### config.mk
export PLATFORM = sky130hd
export DESIGN_NAME = load_store_unit
export DESIGN_NICKNAME = d
export VERILOG_FILES = /design/src/rtl/load_store_unit.sv
export SDC_FILE = /design/constraint.sdc
export NUM_CORES = 1
export LEC_CHECK = 0
export CAP_MARGIN = 20
export CORE_MARGIN = 4
export CORE_UTILIZATION = 44
export DETAILED_ROUTE_END_ITERATION = 12
export PLACE_DENSITY = 0.9
export SLEW_MARGIN = 20
export SYNTH_ARGS = -nofsm -noshare
export SYNTH_HDL_FRONTEND = slang
export SYNTH_SLANG_ARGS = --single-unit
### constraint.sdc
create_clock -name clk -period 1.85 [get_ports clk]
set_input_delay 0.37 -clock clk [delete_from_list [all_inputs] [get_ports clk]]
set_output_delay 0.37 -clock clk [all_outputs]
set_load 0.02 [all_outputs]
### src/rtl/load_store_unit.sv
// RV32I load/store unit: one request at a time, registered memory address/data/length,
// combinational write strobe, big-endian read extraction and a valid/ready response port.
module load_store_unit #(
    parameter int unsigned MEM_BYTES = 5096
) (
    input  logic        clk,
    input  logic        reset_n,
    input  logic        req_valid,
    output logic        req_ready,
    input  logic        req_write,
    input  logic [2:0]  req_funct3,
    input  logic [31:0] req_addr,
    input  logic [31:0] req_wdata,
    output logic        resp_valid,
    input  logic        resp_ready,
    output logic [31:0] resp_rdata,
    output logic        resp_error,
    output logic [31:0] mem_address,
    output logic [31:0] mem_wr_data,
    output logic [2:0]  mem_write_length,
    output logic        mem_wr_enable,
    input  logic [31:0] mem_read_data
);

    typedef enum logic [1:0] {
        IDLE   = 2'd0,
        ACCESS = 2'd1,
        RESP   = 2'd2
    } state_t;

    state_t      state_reg;
    state_t      state_next;

    logic        write_reg;
    logic [2:0]  funct3_reg;
    logic        err_reg;
    logic [31:0] mem_address_reg;
    logic [31:0] mem_wr_data_reg;
    logic [2:0]  mem_write_length_reg;
    logic [31:0] resp_rdata_reg;
    logic        resp_error_reg;

    logic [32:0] req_size;
    logic        funct3_illegal;
    logic        misaligned;
    logic        out_of_range;
    logic        req_error;
    logic [31:0] req_wdata_aligned;
    logic [31:0] load_value;
    logic        accept;

    assign accept = (state_reg == IDLE) && req_valid;

    // Request decode; size 4 is used for funct3[1:0]=3, which is always illegal anyway.
    always_comb begin
        req_size = 33'd4;
        case (req_funct3[1:0])
            2'b00:   req_size = 33'd1;
            2'b01:   req_size = 33'd2;
            default: req_size = 33'd4;
        endcase
    end

    always_comb begin
        funct3_illegal = 1'b0;
        if (req_write) begin
            funct3_illegal = (req_funct3 > 3'b010);
        end else begin
            funct3_illegal = (req_funct3 == 3'b011) || (req_funct3 == 3'b110) ||
                             (req_funct3 == 3'b111);
        end
    end

    assign misaligned = ((req_funct3[1:0] == 2'b01) && req_addr[0]) ||
                        ((req_funct3[1:0] == 2'b10) && (req_addr[1:0] != 2'b00));

    // 33-bit sum so addresses near 2^32 cannot wrap back into range.
    assign out_of_range = ({1'b0, req_addr} + req_size) > 33'(MEM_BYTES);

    assign req_error = funct3_illegal || misaligned || out_of_range;

    always_comb begin
        req_wdata_aligned = req_wdata;
        case (req_funct3[1:0])
            2'b00:   req_wdata_aligned = {req_wdata[7:0], 24'h0};
            2'b01:   req_wdata_aligned = {req_wdata[15:0], 16'h0};
            default: req_wdata_aligned = req_wdata;
        endcase
    end

    // The memory returns the addressed byte in the top lane.
    always_comb begin
        load_value = 32'h0;
        case (funct3_reg)
            3'b000:  load_value = {{24{mem_read_data[31]}}, mem_read_data[31:24]};
            3'b100:  load_value = {24'h0, mem_read_data[31:24]};
            3'b001:  load_value = {{16{mem_read_data[31]}}, mem_read_data[31:16]};
            3'b101:  load_value = {16'h0, mem_read_data[31:16]};
            3'b010:  load_value = mem_read_data;
            default: load_value = 32'h0;
        endcase
    end

    always_ff @(posedge clk or negedge reset_n) begin
        if (!reset_n) begin
            state_reg <= IDLE;
        end else begin
            state_reg <= state_next;
        end
    end

    always_comb begin
        state_next = state_reg;
        case (state_reg)
            IDLE:    if (req_valid) state_next = ACCESS;
            ACCESS:  state_next = RESP;
            RESP:    if (resp_ready) state_next = IDLE;
            default: state_next = IDLE;
        endcase
    end

    // Write strobe decodes only registered state, so it is glitch-free and drops with reset.
    always_comb begin
        req_ready     = (state_reg == IDLE);
        resp_valid    = (state_reg == RESP);
        mem_wr_enable = (state_reg == ACCESS) && write_reg && !err_reg;
    end

    always_ff @(posedge clk or negedge reset_n) begin
        if (!reset_n) begin
            write_reg            <= 1'b0;
            funct3_reg           <= 3'b000;
            err_reg              <= 1'b0;
            mem_address_reg      <= 32'h0;
            mem_wr_data_reg      <= 32'h0;
            mem_write_length_reg <= 3'b000;
            resp_rdata_reg       <= 32'h0;
            resp_error_reg       <= 1'b0;
        end else begin
            if (accept) begin
                write_reg            <= req_write;
                funct3_reg           <= req_funct3;
                err_reg              <= req_error;
                mem_address_reg      <= req_addr;
                mem_wr_data_reg      <= req_wdata_aligned;
                mem_write_length_reg <= {1'b0, req_funct3[1:0]};
            end
            if (state_reg == ACCESS) begin
                resp_error_reg <= err_reg;
                resp_rdata_reg <= (write_reg || err_reg) ? 32'h0 : load_value;
            end
        end
    end

    assign mem_address      = mem_address_reg;
    assign mem_wr_data      = mem_wr_data_reg;
    assign mem_write_length = mem_write_length_reg;
    assign resp_rdata       = resp_rdata_reg;
    assign resp_error       = resp_error_reg;

endmodule

==> metrics.md <==
| Metric | Value |
|---|---|
| Yosys warns | 0 |
| Vias in the first global route | 5847 |
| CTS max path bufs | 2 |
| Clock slew at reported path FFs | 0.07 ns |
| Slew Viols, Final | 0 |
| Crit-path max FO | 6 |
| Worst skew pair latency | 0.34 ns |
| Max Cap Viol | 0 |
| Mapped Avg Cell Area | 8.30 sq um |
| Chip width | 117 um |
| Fmax achieved | 465 MHz |
| IO Port Bufs | 205 |
| Drt drc | 0 |
| Final Instance Area | 8450 sq um |
| Area Overhead vs Synth | 61.2% |
| Hold slack | 0.388 ns |
| Starting Density | 45.3% |
| Post-synth EDFFs | 0 |
| Pre-CTS WS | -1.16 ns |
| DR iter-0 viols | 658 |
| Sequential element share of the synthesized area | 49.6% |
| CTS tree | yes |
| H-tree Lvls | 3 |
| Die area | 13700 sq um |
| Final period util | 116% |
| Commonest non-fill, non-tap cell in the layout | clkdlybuf4s50_1 |
| CP startpoint kind | primary input |
| Kind of critical path | primary input to flop |
| Root Driver | clkbuf_16 |
| Crit path time final | 2.15 ns |
| Setup crit end | err_reg |
| Placed cell areas | 8010 sq um |
| Clock skew | 0.00499 ns |
| Main synth FF type | dfrtp_1 |
| Total Nets Final | 1005 |
| RSZ-0062 raised after global routing | true |
| Vias per inst | 5.51 |
| Arrival @ worst endpoint | 2.37 ns |
| Post-route ant nets | 0 |
| Ys async rst share | 100% |
| Pleak | 3.85 nW |
| Core region area | 11600 sq um |
| Syn_nets | 740 |
| Drt first pass iters | 6 |
| IO Pins | 207 |
| Worst R2R Path Depth | 7 |
| Yosys reg bits | 104 |
| Cell Rows | 39 |
| Dpl cells | 1021 |
| Largest net degree at the start of global routing | 41 |
| Slew margin rel. | 56.1% |
| CTS Buf Count | 9 |
| GRT Total Usage | 26.1% |
| CTS sink cnt | 104 |
| Placer congestion estimate | 0.936 |
| Power density cells | 1260 nW/um^2 |
| Worst r2r src | state_reg[1] |
| DR vias | 5757 |
| Post-Syn Area | 5240 sq um |
| Syn Inst Count | 632 |
| Dpl hpwl | 13700 um |
| Required @ worst endpoint | 2.07 ns |
| First-pass GRT wire length | 28000 um |
| Worst VDD drop | 0.000880 V |
| Share of layout cells above drive strength 1 | 15.0% |
| Crit. End Element | flop |
| Setup violators final | 2 |
| Worst r2r dst | err_reg |
| Final wirelength | 18000 um |
| GRT overflow | 0 |
| Status | finished, violations left |
| Critical Path Source | req_addr[15] |
| Ant. Diodes | 0 |
| Number of distinct library cells after synthesis | 53 |
| Routed wire per std cell | 17.3 um |
| Failing checks | negative setup slack |
| R2R Setup Slk | 0.03 ns |
| Initial antenna violation count | 0 |
| Final core occ | 73.1% |
| Chip Height | 117 um |
| Worst min path class | primary input to flop |
| Worst slew pin tran | 0.657 ns |
| Non-Filler Instances | 1044 |
| Worst Slack Setup Final | -0.299 ns |
| Most frequent cells in the layout | clkdlybuf4s50_1 (192), nand2_1 (180), dfrtp_1 (104) |
| Final hold vios | 0 |
[where the power goes]
group / internal, mW / switching, mW / leakage (nW)
clock network: 1.18 / 0.841 / 0.149
registers: 3.00 / 0.478 / 1.33
logic: 2.27 / 2.85 / 2.36
[per-layer routing]
metal	routed length, um	global-route usage, %
met1	7150	31.1
met3	1620	7.20
met4	635	13.1
met5	0	0
met2	8620	43.4
[cells in the mapped netlist, types with 2 or more instances]
master,number,area share [%]
ha_1,3,0.72
a32o_1,2,0.38
dfrtp_1,104,50
buf_4,3,0.43
buf_1,7,0.50
and4b_1,3,0.57
nor2_1,55,3.9
nor2b_1,5,0.60
o21ai_0,48,4.6
nor3_1,5,0.48
xor2_1,3,0.50
a21o_1,4,0.57
nand2b_1,5,0.60
a221oi_1,9,1.5
o211ai_1,2,0.29
a21oi_1,54,5.2
nand4_1,8,0.95
nor3b_1,4,0.57
a22oi_1,7,1.0
a31oi_1,4,0.48
nor4_1,4,0.48
a211oi_2,2,0.48
nand2_1,182,13
mux2i_1,10,1.9
o31ai_1,3,0.43
nand3_1,27,2.6
buf_2,2,0.19
and3_1,3,0.36
or2_2,2,0.24
inv_1,9,0.64
clkbuf_1,30,2.1
or3_1,2,0.24
[critical path: stages]
cell,delay (ns)
clkdlybuf4s50_1,0.49
nand3_1,0.14
nor2_1,0.47
nand3_1,0.17
mux2i_1,0.22
nand3_1,0.10
nor4_1,0.29
a31oi_1,0.11
[final cells by class]
type / count / area (sq um)
fill: 840 / 3110
tap: 143 / 179
inverter: 10 / 37.5
timing repair buffer: 296 / 2790
sequential: 104 / 2600
multi-input combinational: 476 / 2530
clock inverter: 5 / 81.3
clock buffer: 10 / 229
[stage by stage]
stage	setup TNS (ns)	total power [mW]
after global routing	-0.505	11.2
after floorplan	-0.822	5.99
after global placement	-1.14	8.50
after CTS	-0.360	10.7
final	-0.364	10.6
after detailed placement	-1.53	8.61
[worst min path at each step]
stage | from | end | slack [ns] | cells past startpoint
2_1_floorplan | reset_n | err_reg | 0.07 | 0
4_1_cts | req_funct3[0] | funct3_reg[0] | 0.39 | 4
5_1_grt | req_funct3[0] | funct3_reg[0] | 0.39 | 4
3_3_place_gp | reset_n | mem_address[25] | 0.36 | 1
6_report | req_funct3[0] | funct3_reg[0] | 0.39 | 4
3_5_place_dp | reset_n | mem_address[27] | 0.36 | 1
[cell families after synthesis]
logic type,Yosys count,synth area share [%]
and+or+nand+nor,313,26.3
AOI/OAI and AO/OA,143,16.2
DFF,104,49.6
buffers and inverters,52,3.98
muxes,11,2.12
adders and majority gates,4,1.10
xor gates and xnor gates,4,0.668
other,1,0.0715
[repair_timing]
action                     in CTS  in global routing
pin swaps                       8                  5
setup endpoints to repair       6                 33
setup buffers                   6                  1
hold endpoints to repair       10                  0
resized for setup              36                  7
hold buffers                    1                  0
No activity file was read; power rests on OpenSTA's default activity.
==> RTL edit (config.mk and constraints unchanged) <==
The 3 states of `state_t` get a one-hot encoding in 3 bits.
--- a/src/rtl/load_store_unit.sv
+++ b/src/rtl/load_store_unit.sv
@@ -23,8 +23,8 @@
 );
 
-    typedef enum logic [1:0] {
-        IDLE   = 2'd0,
-        ACCESS = 2'd1,
-        RESP   = 2'd2
+    typedef enum logic [2:0] {
+        IDLE   = 3'b001,
+        ACCESS = 3'b010,
+        RESP   = 3'b100
     } state_t;
 
Formal check against the unedited RTL: same outputs for any inputs over 10 cycles, from zero or initial values and one cycle with reset_n low; not proved beyond that.
==> RTL edit against the unedited design <==
  * The run still ends with negative setup slack left
  * Worst setup slack got worse by 0.40 ns
  * Final area increased by 2.8%
  * Count of clock-buffer cells in the layout unchanged
  * Die area increased by 0.99%
  * Sequential cell count increased by 1
  * Power increased by 17%
  * Area after synthesis increased by 1.1%
  * Wire length increased by 6.1%
  * Critical endpoint unchanged
  * Largest cell class unchanged
  * Largest power group unchanged
==> RTL edit: results (changes against the unedited design) <==
| Metric | Value |
|---|---|
| Yosys cell types | `59 (+11%)` |
| Worst hold start | `mem_wr_data[0]` |
| Rel. slew slack | `61.21% (+5.1 points)` |
| Clock network latency to the later pin of the worst-skew pair | `0.35 ns` |
| Hold path endpoint | `mem_wr_data[0]` |
| Async S/R FF share, synth | `100.0% (unchanged)` |
| WHS | `0.4690 ns (+0.08133 ns)` |
| Synth warn | `0 (unchanged)` |
| H-tree depth | `3 (unchanged)` |
| Static leakage | `3.953 nW (+2.8%)` |
| Mux share of post-synthesis cell area | `2.101% (-0.023 points)` |
| Setup ws final | `-0.7028 ns (-0.4035 ns)` |
| Vias in the first global route | `5,737 (-1.9%)` |
| Setup TNS | `-1.024 ns (-0.6609 ns)` |
| CTS root buf | `clkbuf_16` |
| Final net count | `1,016 (+1.1%)` |
| Final WL | `19,120 um (+6.1%)` |
| Maximum vdd ir drop | `837.1 uV (-4.9%)` |
| Pin count of the biggest net entering global routing | `85 (+110%)` |
| FF-to-FF setup slack | `-0.32 ns (-0.35 ns)` |
| Hold path cells | `2 (-2)` |
| Final clock skew | `0.007114 ns (+0.002125 ns)` |
| DRT Pass-1 Iters | `8 (+2)` |
| Worst Hold Class | `reg -> reg` |
| Syn_nets | `746 (+0.81%)` |
| CTS buffer count | `9 (unchanged)` |
| Arr. time, crit path | `2.78 ns (+0.41 ns)` |
| Final setup viols | `21 (+19)` |
| Layout cells sized above 1 | `18.80% (+3.8 points)` |
| Initial antenna violation count | `1 (+1)` |
| Global-route wire length before repair | `29,440 um (+5.3%)` |
| Dpl hpwl | `13,360 um (-2.5%)` |
| Post-synthesis adder-cell area fraction | `0.4721% (-0.63 points)` |
| GPL Wtd Cong | `0.9294 (-0.68%)` |
| Synth area leaders | `dfrtp_1 (49%), nand2_1 (13%), a21oi_1 (5.8%)` |
| Part of the Yosys area used for sequential elements | `49.60% (about the same)` |
| Compound-Gate Fraction of Synth Area | `17.71% (+1.6 points)` |
| Crit-path max FO | `5 (-1)` |
| RR Endpoint | `err_reg` |
| Status | `finished, violations left` |
| Post-synthesis xor/xnor area fraction | `0.8263% (+0.16 points)` |
| Via count | `5,951 (+3.4%)` |
| Worst R2R Path Depth | `8 (+1)` |
| Prevailing post-synth register cell | `dfrtp_1` |
| DRC viols | `0 (unchanged)` |
| Reg2reg start | `state_reg[0]` |
| CTS Buffer Depth | `2 (unchanged)` |
| Total Routing Usage GR | `25.87% (-0.24 points)` |
| Clock transition at path regs | `0.07 ns (about the same)` |
| Initial DRC Count | `725 (+10%)` |
| Synth cell count leaders | `nand2_1 (189), dfrtp_1 (104), a21oi_1 (61)` |
| Diode count | `0 (unchanged)` |
| Failing checks | `negative setup slack` |
| PortBufs | `205 (unchanged)` |
## RTL edit: cell families after synthesis
logic type	count (synthesis)
xor gates and xnor gates	5
DFF	105
adders and majority gates	2
and+or+nand+nor	304
AOI/OAI and AO/OA	161
other	1
muxes	11
buffers and inverters	51
## RTL edit: stage by stage
step | cells | setup slack [ns] | instance area [um^2]
4_1_cts | 1050 | -0.6980 | 8477
3_3_place_gp | 1028 | -1.422 | 8050
2_1_floorplan | 640 | -1.202 | 5398
5_1_grt | 1058 | -0.7407 | 8688
3_5_place_dp | 1028 | -1.499 | 8050
6_report | 1058 | -0.7028 | 8688
## RTL edit: cell type report
class	instances	area (um^2)
timing repair buffer	302	2870
sequential	105	2629
multi-input combinational	484	2686
clock inverter	6	65.06
clock buffer	10	229.0
inverter	8	30.03
fill	821	2925
tap	143	178.9
## RTL edit: power breakdown
| group | internal, mW | switching, mW |
|---|---|---|
| logic | 2.92 | 3.65 |
| clock network | 1.06 | 0.880 |
| registers | 3.31 | 0.628 |
| total | 7.29 | 5.16 |
## RTL edit: worst max-delay path, stage by stage
cell           delay, ns
dlygate4sd2_1       0.27
ha_4                0.20
ha_4                0.16
a211o_1             0.25
and3_4              0.19
nor3b_2             0.15
a41oi_1             0.14
a22o_1              0.23
or4_4               0.51
o32a_1              0.31
## RTL edit: per-layer routing
| layer | share of wire (%) | up-vias | global-route usage [%] |
|---|---|---|---|
| li1 | - | 2737 | - |
| met1 | 41 | 2848 | 32.98 |
| met2 | 48 | 312 | 42.76 |
| met3 | 8.0 | 52 | 7.641 |
| met4 | 2.4 | 2 | 7.546 |
| met5 | 0.068 | - | 0 |
## RTL edit: timing repair
| action | 4_1_cts | 5_1_grt |
|---|---|---|
| hold buffers | 1 | 0 |
| pin swaps | 14 | 35 |
| buffers inserted | 5 | 5 |
| endpoints found under the hold margin | 26 | 0 |
| gates resized for setup | 43 | 58 |
| cloned | 0 | 3 |
| setup endpoints to repair | 37 | 36 |
## RTL edit: worst max path at each step
stage,from,to,slack [ns],cells after the start
final,req_addr[0],err_reg,-0.70,10
after global routing,req_funct3[1],err_reg,-0.74,12
after CTS,req_funct3[1],err_reg,-0.70,11
after detailed placement,req_funct3[0],err_reg,-1.50,11
after global placement,req_funct3[0],err_reg,-1.42,11
after floorplan,req_funct3[1],err_reg,-1.20,14
